==> src/rtl/multicycle_controller.sv <==
`default_nettype none
// ============================================================================
// Module  : multicycle_controller
// Brief   : Multicycle FSM control unit with ready/valid fetch, JMPZ, HALT and illegal-opcode trap.
// Revision: 1.0 - initial release
// ============================================================================
module multicycle_controller #(
    parameter int WIDTH     = 16,
    parameter int D_ADDR_W  = 8,
    parameter int R_ADDR_W  = 4,
    parameter int I_ADDR_W  = 7,
    localparam int IR_W     = 4 + R_ADDR_W + D_ADDR_W
) (
    input  logic                Clk,
    input  logic                Reset,
    output logic                I_req,
    output logic [I_ADDR_W-1:0] I_addr,
    input  logic                I_valid,
    input  logic [IR_W-1:0]     I_data,
    output logic [D_ADDR_W-1:0] D_addr,
    output logic                D_wr,
    output logic                RF_s,
    output logic                RF_W_en,
    output logic [R_ADDR_W-1:0] RF_W_addr,
    output logic [R_ADDR_W-1:0] RF_A_addr,
    output logic [R_ADDR_W-1:0] RF_B_addr,
    output logic [3:0]          ALU_sel,
    input  logic                RF_A_zero,
    output logic [IR_W-1:0]     IR_Out,
    output logic [I_ADDR_W-1:0] PC_Out,
    output logic [3:0]          State,
    output logic [3:0]          NextState,
    output logic                Halted,
    output logic                Illegal
);

    if (WIDTH < 1 || D_ADDR_W < 2 * R_ADDR_W || I_ADDR_W > D_ADDR_W) begin : g_bad_params
        $error("multicycle_controller: inconsistent address-width parameters");
    end

    typedef enum logic [3:0] {
        S_INIT   = 4'd0,
        S_FETCH  = 4'd1,
        S_DECODE = 4'd2,
        S_NOOP   = 4'd3,
        S_LOAD_A = 4'd4,
        S_LOAD_B = 4'd5,
        S_STORE  = 4'd6,
        S_ALU    = 4'd7,
        S_JMPZ   = 4'd8,
        S_HALT   = 4'd9
    } state_t;

    localparam logic [3:0] c_op_noop  = 4'd0;
    localparam logic [3:0] c_op_store = 4'd1;
    localparam logic [3:0] c_op_load  = 4'd2;
    localparam logic [3:0] c_op_add   = 4'd3;
    localparam logic [3:0] c_op_sub   = 4'd4;
    localparam logic [3:0] c_op_jmpz  = 4'd5;
    localparam logic [3:0] c_op_halt  = 4'd6;
    localparam logic [I_ADDR_W-1:0] c_pc_one = {{(I_ADDR_W-1){1'b0}}, 1'b1};

    state_t              r_state;
    state_t              w_next;
    logic [IR_W-1:0]     r_ir;
    logic [I_ADDR_W-1:0] r_pc;
    logic                r_illegal;

    logic [3:0]          w_op;
    logic [R_ADDR_W-1:0] w_rd;
    logic [R_ADDR_W-1:0] w_ra;
    logic [R_ADDR_W-1:0] w_rb;
    logic [D_ADDR_W-1:0] w_addr;

    assign w_op   = r_ir[IR_W-1 -: 4];
    assign w_rd   = r_ir[D_ADDR_W +: R_ADDR_W];
    assign w_addr = r_ir[D_ADDR_W-1:0];
    assign w_ra   = r_ir[2*R_ADDR_W-1:R_ADDR_W];
    assign w_rb   = r_ir[R_ADDR_W-1:0];

    always_ff @(posedge Clk or posedge Reset) begin
        if (Reset) begin
            r_state   <= S_INIT;
            r_ir      <= '0;
            r_pc      <= '0;
            r_illegal <= 1'b0;
        end else begin
            r_state <= w_next;
            case (r_state)
                S_FETCH: begin
                    if (I_valid) begin
                        r_ir <= I_data;
                        r_pc <= r_pc + c_pc_one;
                    end
                end
                S_DECODE: begin
                    if (w_op > c_op_halt) begin
                        r_illegal <= 1'b1;
                    end
                end
                S_JMPZ: begin
                    if (RF_A_zero) begin
                        r_pc <= w_addr[I_ADDR_W-1:0];
                    end
                end
                default: ;
            endcase
        end
    end

    always_comb begin
        w_next = r_state;
        case (r_state)
            S_INIT:   w_next = S_FETCH;
            S_FETCH:  w_next = I_valid ? S_DECODE : S_FETCH;
            S_DECODE: begin
                case (w_op)
                    c_op_noop:  w_next = S_NOOP;
                    c_op_store: w_next = S_STORE;
                    c_op_load:  w_next = S_LOAD_A;
                    c_op_add:   w_next = S_ALU;
                    c_op_sub:   w_next = S_ALU;
                    c_op_jmpz:  w_next = S_JMPZ;
                    c_op_halt:  w_next = S_HALT;
                    default:    w_next = S_NOOP;
                endcase
            end
            S_NOOP:   w_next = S_FETCH;
            S_LOAD_A: w_next = S_LOAD_B;
            S_LOAD_B: w_next = S_FETCH;
            S_STORE:  w_next = S_FETCH;
            S_ALU:    w_next = S_FETCH;
            S_JMPZ:   w_next = S_FETCH;
            S_HALT:   w_next = S_HALT;
            default:  w_next = S_INIT;
        endcase
    end

    // Moore outputs: decoded only from the current state and the IR.
    always_comb begin
        I_req     = 1'b0;
        D_addr    = '0;
        D_wr      = 1'b0;
        RF_s      = 1'b0;
        RF_W_en   = 1'b0;
        RF_W_addr = '0;
        RF_A_addr = '0;
        RF_B_addr = '0;
        ALU_sel   = 4'd0;
        case (r_state)
            S_FETCH:  I_req = 1'b1;
            S_DECODE: begin
                RF_A_addr = w_ra;
                RF_B_addr = w_rb;
            end
            S_LOAD_A: begin
                D_addr = w_addr;
                RF_s   = 1'b1;
            end
            S_LOAD_B: begin
                D_addr    = w_addr;
                RF_s      = 1'b1;
                RF_W_en   = 1'b1;
                RF_W_addr = w_rd;
            end
            S_STORE: begin
                D_addr    = w_addr;
                RF_A_addr = w_rd;
                D_wr      = 1'b1;
            end
            S_ALU: begin
                RF_A_addr = w_ra;
                RF_B_addr = w_rb;
                ALU_sel   = (w_op == c_op_add) ? 4'd1 : 4'd2;
                RF_W_en   = 1'b1;
                RF_W_addr = w_rd;
            end
            S_JMPZ:   RF_A_addr = w_rd;
            default: ;
        endcase
    end

    assign I_addr    = r_pc;
    assign IR_Out    = r_ir;
    assign PC_Out    = r_pc;
    assign State     = r_state;
    assign NextState = w_next;
    assign Halted    = (r_state == S_HALT);
    assign Illegal   = r_illegal;

endmodule
`default_nettype wire

==> config.mk <==
export PLATFORM = sky130hd
export DESIGN_NAME = multicycle_controller
export DESIGN_NICKNAME = d
export VERILOG_FILES = /design/src/rtl/multicycle_controller.sv
export SDC_FILE = /design/constraint.sdc
export NUM_CORES = 1
export LEC_CHECK = 0
export BUFFER_PORTS_ARGS = -buffer_cell sky130_fd_sc_hd__clkbuf_2
export CAP_MARGIN = 20
export CELL_PAD_IN_SITES_DETAIL_PLACEMENT = 1
export CELL_PAD_IN_SITES_GLOBAL_PLACEMENT = 1
export CORE_ASPECT_RATIO = 0.6
export CORE_UTILIZATION = 30
export DETAILED_ROUTE_END_ITERATION = 10
export MAX_ROUTING_LAYER = met4
export PLACE_DENSITY = 0.78
export SLEW_MARGIN = 0
export SYNTH_ARGS = -nofsm -noshare
export SYNTH_HDL_FRONTEND = slang
export SYNTH_SLANG_ARGS = --single-unit
==> constraint.sdc <==
create_clock -name Clk -period 1.7 [get_ports Clk]
set_clock_uncertainty 0.15 [all_clocks]
set_input_delay 0 -clock Clk [delete_from_list [all_inputs] [get_ports Clk]]
set_output_delay 0 -clock Clk [all_outputs]
set_load 0.02 [all_outputs]
==> flow_summary.toml, run 1 <==
[yosys]
netlist_top_cells_count = "dfrtp_1 (28), and2_1 (13), nand2_1 (11)"
synth_compound_area_share_pct = 13.76
synth_top_family_by_area = "simple AND/OR/NAND/NOR gates"
muxShareOfSynthArea_pct = 11.40
yosysWarnings = 0
ys_types = 48
ys_ff_latch = 28
syn-instance-count = 180
synth.cell_area_mm2 = 0.001755
synth_xor_area_share_pct = 0.9979
synth-adder-area-share_pct = 0.7128
synth_top_area_share_pct = 39.91
synth_area_leaders = "dfrtp_1 (40%), mux2_1 (5.1%), mux2_2 (5.1%), and2_1 (4.6%), buf_4 (4.3%)"
synthArstFlopShare_pct = 100.0
syn_avg_cell_area_um2 = 9.752
synth_edf_count = 0
synthSimpleGateAreaFrac_pct = 24.80
synth.most_common_cell = "dfrtp_1"
dominantRegCellSynth = "dfrtp_1"
yosys.area.top_type = "dfrtp_1"
yosysSeqAreaShare_pct = 39.91

[layout]
regArea_um2 = 706.9
syn2layout_area_growth_pct = 113.4
layout-drive-gt1-share_pct = 72.64
fin_cells = 409
fillers = 565
layout.nets = 351
fin_area_mm2 = 0.003746
multi_input_area_mm2 = 0.001353
n_antenna_cell = 0

[global_route]
grt_pass1_vias = 2201
grt_use_total_pct = 29.46
grt_start_max_net_pins = 29
grt_pass1_wl_mm = 12.85
grt_overflow = 0
grt_antenna_before_repair = 0

[clock_tree]
cts_tree = "built"
cts_buffers = 3
ctsLongestPathBuffers = 2
h-tree-depth = 1
clk_pin_slew_ns = 0.13
cts.sinks = 28
root_buffer = "clkbuf_8"
clk_latency_ns = 0.31

[power]
power_mw = 6.941
p_leak_nw = 1.735
p_per_area_mw_per_mm2 = 1853
ir_worst_vdd_uv = 807.0

[timing]
final.hold.worst_slack_ns = 0.1950
grt_setup_unrepaired = "true"
setup_ws_ns = -0.4613
layout_min_cycle_time_ns = 2.161
tightest_slew_ns = 0.5465
slew_headroom_pct = 63.57
setup_viol = 58
slew_viol_final = 0
period_share_pct = 127.1
fmax_ghz = 0.4627
hold_viol_final = 0

[worst_setup_path]
rrSetupSlack_ns = -0.41
end_kind = "primary output"
worst_setup_path_start_kind = "flop"
cp.required_ns = 1.55
path_class = "reg2out"
crit_arrival_ns = 2.01
crit_path_max_fanout = 2

[placed_design]
dp_slack_ns = -0.1215
io_buffers = 85
detailed_place_hpwl_mm = 4.428
placed_cells = 351
place_area_mm2 = 0.002385
place.gp.congestion = 0.7658

[die]
ios = 88
dieHeight_um = 61.25
start_util_pct = 31.37
fp-row-count = 21
core-area_mm2 = 0.005597
die-area_mm2 = 0.006171
dieWidth_um = 100.8

[detailed_routing]
avgViaCountPerCell = 5.362
wire_per_inst_um = 26.34
ant_nets = 0
dr.pass1.iters = 4
wl_mm = 10.77
drc = 0
routed-via-count = 2193
drt_iter0_drc = 123

[run]
drv_cap = 0

[min_path]
hold_class = "in2async"

[status]
status = "finished with violations"
violations = "setup timing"
==> cells by family (layout without fill, tap and decap cells) <==
group | count (synthesis) | after routing
muxes | 18 | 18
AOI/OAI and AO/OA | 37 | 37
xor gates and xnor gates | 2 | 2
and+or+nand+nor | 72 | 72
DFF | 28 | 28
adders and majority gates | 1 | 1
other | 1 | 2
buffers and inverters | 21 | 169
==> layout by cell type (no fill, tap or decap), types with 3 or more instances in the layout <==
master | Yosys | final
nand3_2 | 1 | 3
buf_8 | 0 | 19
nor2_1 | 9 | 6
nand2_2 | 1 | 5
nand2_1 | 11 | 4
a21oi_1 | 7 | 6
clkbuf_8 | 0 | 10
nor2_4 | 0 | 3
mux2_2 | 8 | 8
o21ai_2 | 0 | 4
nand3_1 | 6 | 3
dfrtp_2 | 0 | 5
nand3b_1 | 4 | 4
mux2_4 | 0 | 8
nand2_4 | 1 | 4
buf_6 | 3 | 25
a31oi_1 | 4 | 3
nand2b_1 | 5 | 3
o21ai_1 | 3 | 4
buf_12 | 0 | 4
nor2b_4 | 0 | 4
dfrtp_1 | 28 | 23
clkbuf_2 | 0 | 54
and2_4 | 0 | 13
dlygate4sd3_1 | 0 | 19
buf_4 | 10 | 34
and3_4 | 0 | 4
==> report_power, final <==
group	total (mW)	switching (mW)	leakage [nW]	internal, mW
Clock	0.584	0.266	0.0357	0.317
Combinational	4.69	2.45	1.38	2.24
Sequential	1.67	0.688	0.322	0.983
==> final timing paths <==
kind	startpoint	to	depth (start not counted)
min in group Clk	I_data[4]	IR_Out[4]	3
worst min-delay path	Reset	IR_Out[4]	4
worst max-delay path	State[3]	NextState[2]	4
max in group asynchronous	Reset	State[1]	4
worst min register to register	Illegal	Illegal	1
worst max register to register	State[2]	I_addr[2]	8
==> per-layer routing <==
layer | vias up | GRT usage (%) | share of wire [%]
met5 | - | - | 0
met2 | 122 | 49.61 | 47
met4 | 0 | 4.969 | 2.9
met1 | 1110 | 38.57 | 42
met3 | 33 | 4.767 | 7.7
li1 | 928 | - | -
==> what timing repair did <==
action / CTS / global route
cloned: 2 / 1
hold endpoints to repair: 46 / 0
setup buffers: 20 / 20
pin swaps: 13 / 28
hold buffers: 19 / 0
resized for setup: 131 / 90
setup endpoints to repair: 51 / 56
==> state kept, by name (all words and copies together) (netlist names) <==
signal / count
State: 4
Illegal: 1
IR_Out: 16
I_addr: 7
==> worst max-delay path, stage by stage (launching register included) <==
cell	delay (ns)
dfrtp_2	0.46
or4b_4	0.58
or3_4	0.37
o31ai_4	0.09
clkbuf_8	0.21
==> through the flow <==
step / TNS [ns] / utilization (%)
after detailed placement: -1.703 / 42.61
after floorplan: -3.691 / -
final: -15.94 / 66.93
after global routing: -17.35 / 66.93
after global placement: -0.4711 / 42.61
after CTS: -9.410 / 59.40
==> final cells by class <==
class	instances	share of cell area, %
repair buffers	164	40.35
clock buffers	3	1.102
well taps	80	2.672
multi-input cells	132	36.11
inverters	1	0.1002
clock inverters	1	0.8016
flip-flops and latches	28	18.87
Power figures use the tool's default switching activity.
==> run 2, diff against run 1 <==
- SETUP_SLACK_MARGIN: default -> 0.05
==> run 2 against run 1 <==
Net effect:
- highest routed layer unchanged
- utilization decreased by 2.7 points
- cell area is 4.1% lower
- routed wire length fell by 15%
- the run still ends with setup timing left
- critical path depth unchanged
- sequential power fell by 4%
- cell count fell by 2.2%
==> flow_summary.toml, run 2 (synthesis gave the netlist of run 1 again) <==
[placed_design]
detailed_place_hpwl_mm = 4.242
place_area_mm2 = 0.002359
io_buffers = 85
place.gp.congestion = 0.8047

[layout]
syn2layout_area_growth_pct = 104.6
fin_area_mm2 = 0.003592
layout_common_cells = "clkbuf_2 (54), buf_4 (30), dfrtp_1 (22)"
layout-drive-gt1-share_pct = 72.19
layout.nets = 342
layout_commonest_cell = "clkbuf_2"
n_antenna_cell = 0
largest_reg_flops = 16

[detailed_routing]
drc = 0
dr.pass1.iters = 4
drt_iter0_drc = 91
wire_per_inst_um = 23.00
avgViaCountPerCell = 5.068
wl_mm = 9.200
routed-via-count = 2027
ant_nets = 0

[die]
fp-row-count = 21
start_util_pct = 31.37
core-area_mm2 = 0.005597
dieWidth_um = 100.8
die-area_mm2 = 0.006171
dieHeight_um = 61.25
ios = 88

[power]
comb_power_share_pct = 68.0
p_sw_mw = 3.114
p_int_mw = 3.328
p_clk_share_pct = 7.1
ir_worst_vdd_uv = 824.3
p_leak_nw = 1.659
switching_share_pct = 48.34
p_per_area_mw_per_mm2 = 1793
sequentialPowerShare_pct = 25.0
power_mw = 6.442

[worst_setup_path]
path_class = "reg2out"
max_stage_delay_ns = 0.55
cp.required_ns = 1.55
worst_setup_path_start_kind = "flop"
slowest_stage = "or4b_4"
crit_path_max_fanout = 3
path_cells = "or4b_4, or3_4, o31ai_4, clkbuf_8"
end_kind = "primary output"
crit_arrival_ns = 1.93

[min_path]
hold_class = "in2async"

[run]
drv_cap = 0

[status]
status = "finished with violations"
violations = "setup timing"

[timing]
grt_setup_unrepaired = "true"
hold_viol_final = 0
setup_viol = 55
slew_viol_final = 0
final.hold.worst_slack_ns = 0.1452
setup_tns_ns = -12.69
fmax_ghz = 0.4807
period_share_pct = 122.4
setup_ws_ns = -0.3802
layout_min_cycle_time_ns = 2.080

[global_route]
grt_overflow = 0
grt_pass1_wl_mm = 11.45
grt_pass1_vias = 2025
grt_start_max_net_pins = 29
grt_use_total_pct = 26.07
grt_antenna_before_repair = 0

[clock_tree]
h-tree-depth = 1
cts_tree = "built"
root_buffer = "clkbuf_8"
clk_latency_ns = 0.30
cts_buffers = 3
clk_pin_slew_ns = 0.11
ctsLongestPathBuffers = 2
cts.sinks = 28
==> run 2: cell count changes in the layout (fill, tap and decap cells not counted), moves of 2 or more <==
cell,change
buf_4,-4
buf_6,-4
clkbuf_8,-3
nor2_2,+3
nor2_4,-3
buf_8,+2
nand2_4,-2
o21ai_2,+2
==> run 2: repair_timing <==
action / CTS / global route
buffers inserted: 17 / 9
hold endpoints to repair: 46 / 0
endpoints found under the setup margin: 54 / 55
pin swaps: 15 / 12
gates cloned: 4 / 1
hold buffers: 19 / 0
resized for setup: 120 / 86
==> run 2: critical path: cells and delay by family (launching register included) <==
kind | cells | cell delay, ns
AND/OR/NAND/NOR | 2 | 0.91
flip-flops | 1 | 0.45
buffers and inverters | 1 | 0.19
AO/OA/AOI/OAI | 1 | 0.08
==> run 2: layer usage <==
layer | vias up | global-route usage [%] | wire, um
met3 | 14 | 5.221 | 372
met4 | 0 | 5.383 | 149
li1 | 910 | - | -
met1 | 1023 | 34.31 | 4241
met2 | 80 | 42.27 | 4437
met5 | - | - | 0
==> run 2: power by group through the flow <==
| stage | combinational (mW) | clock [mW] | sequential (mW) |
|---|---|---|---|
| 4_1_cts | 3.77 | 0.441 | 1.47 |
| 5_1_grt | 4.56 | 0.488 | 1.65 |
| 2_1_floorplan | 1.50 | 0 | 1.72 |
| 3_3_place_gp | 2.65 | 0 | 1.45 |
| 6_report | 4.38 | 0.456 | 1.61 |
| 3_5_place_dp | 2.73 | 0 | 1.47 |
==> run 2: area by class of cell <==
class	instances	area [um2]
multi-input combinational	132	1281
sequential	28	708.2
tap	80	100.1
timing repair buffer	155	1444
fill	588	2004
clock buffer	4	55.05
inverter	1	3.754
==> run 2: stage by stage <==
step,setup WS [ns],cells,utilization (%)
2_1_floorplan,-0.2272,181,-
3_3_place_gp,-0.06814,350,42.14
3_5_place_dp,-0.1354,350,42.14
4_1_cts,-0.3101,393,58.57
5_1_grt,-0.4152,400,64.19
6_report,-0.3802,400,64.19
==> run 2: final timing paths <==
path	start	endpoint	slack, ns	depth (start not counted)
setup / recovery	State[2]	NextState[2]	-0.38	4
hold / removal	Reset	IR_Out[2]	0.15	4
setup reg to reg	State[2]	I_addr[2]	-0.33	8
hold reg to reg	Illegal	Illegal	0.38	1
max in group asynchronous	Reset	IR_Out[12]	0.93	4
min in group Clk	I_data[10]	IR_Out[10]	0.32	3
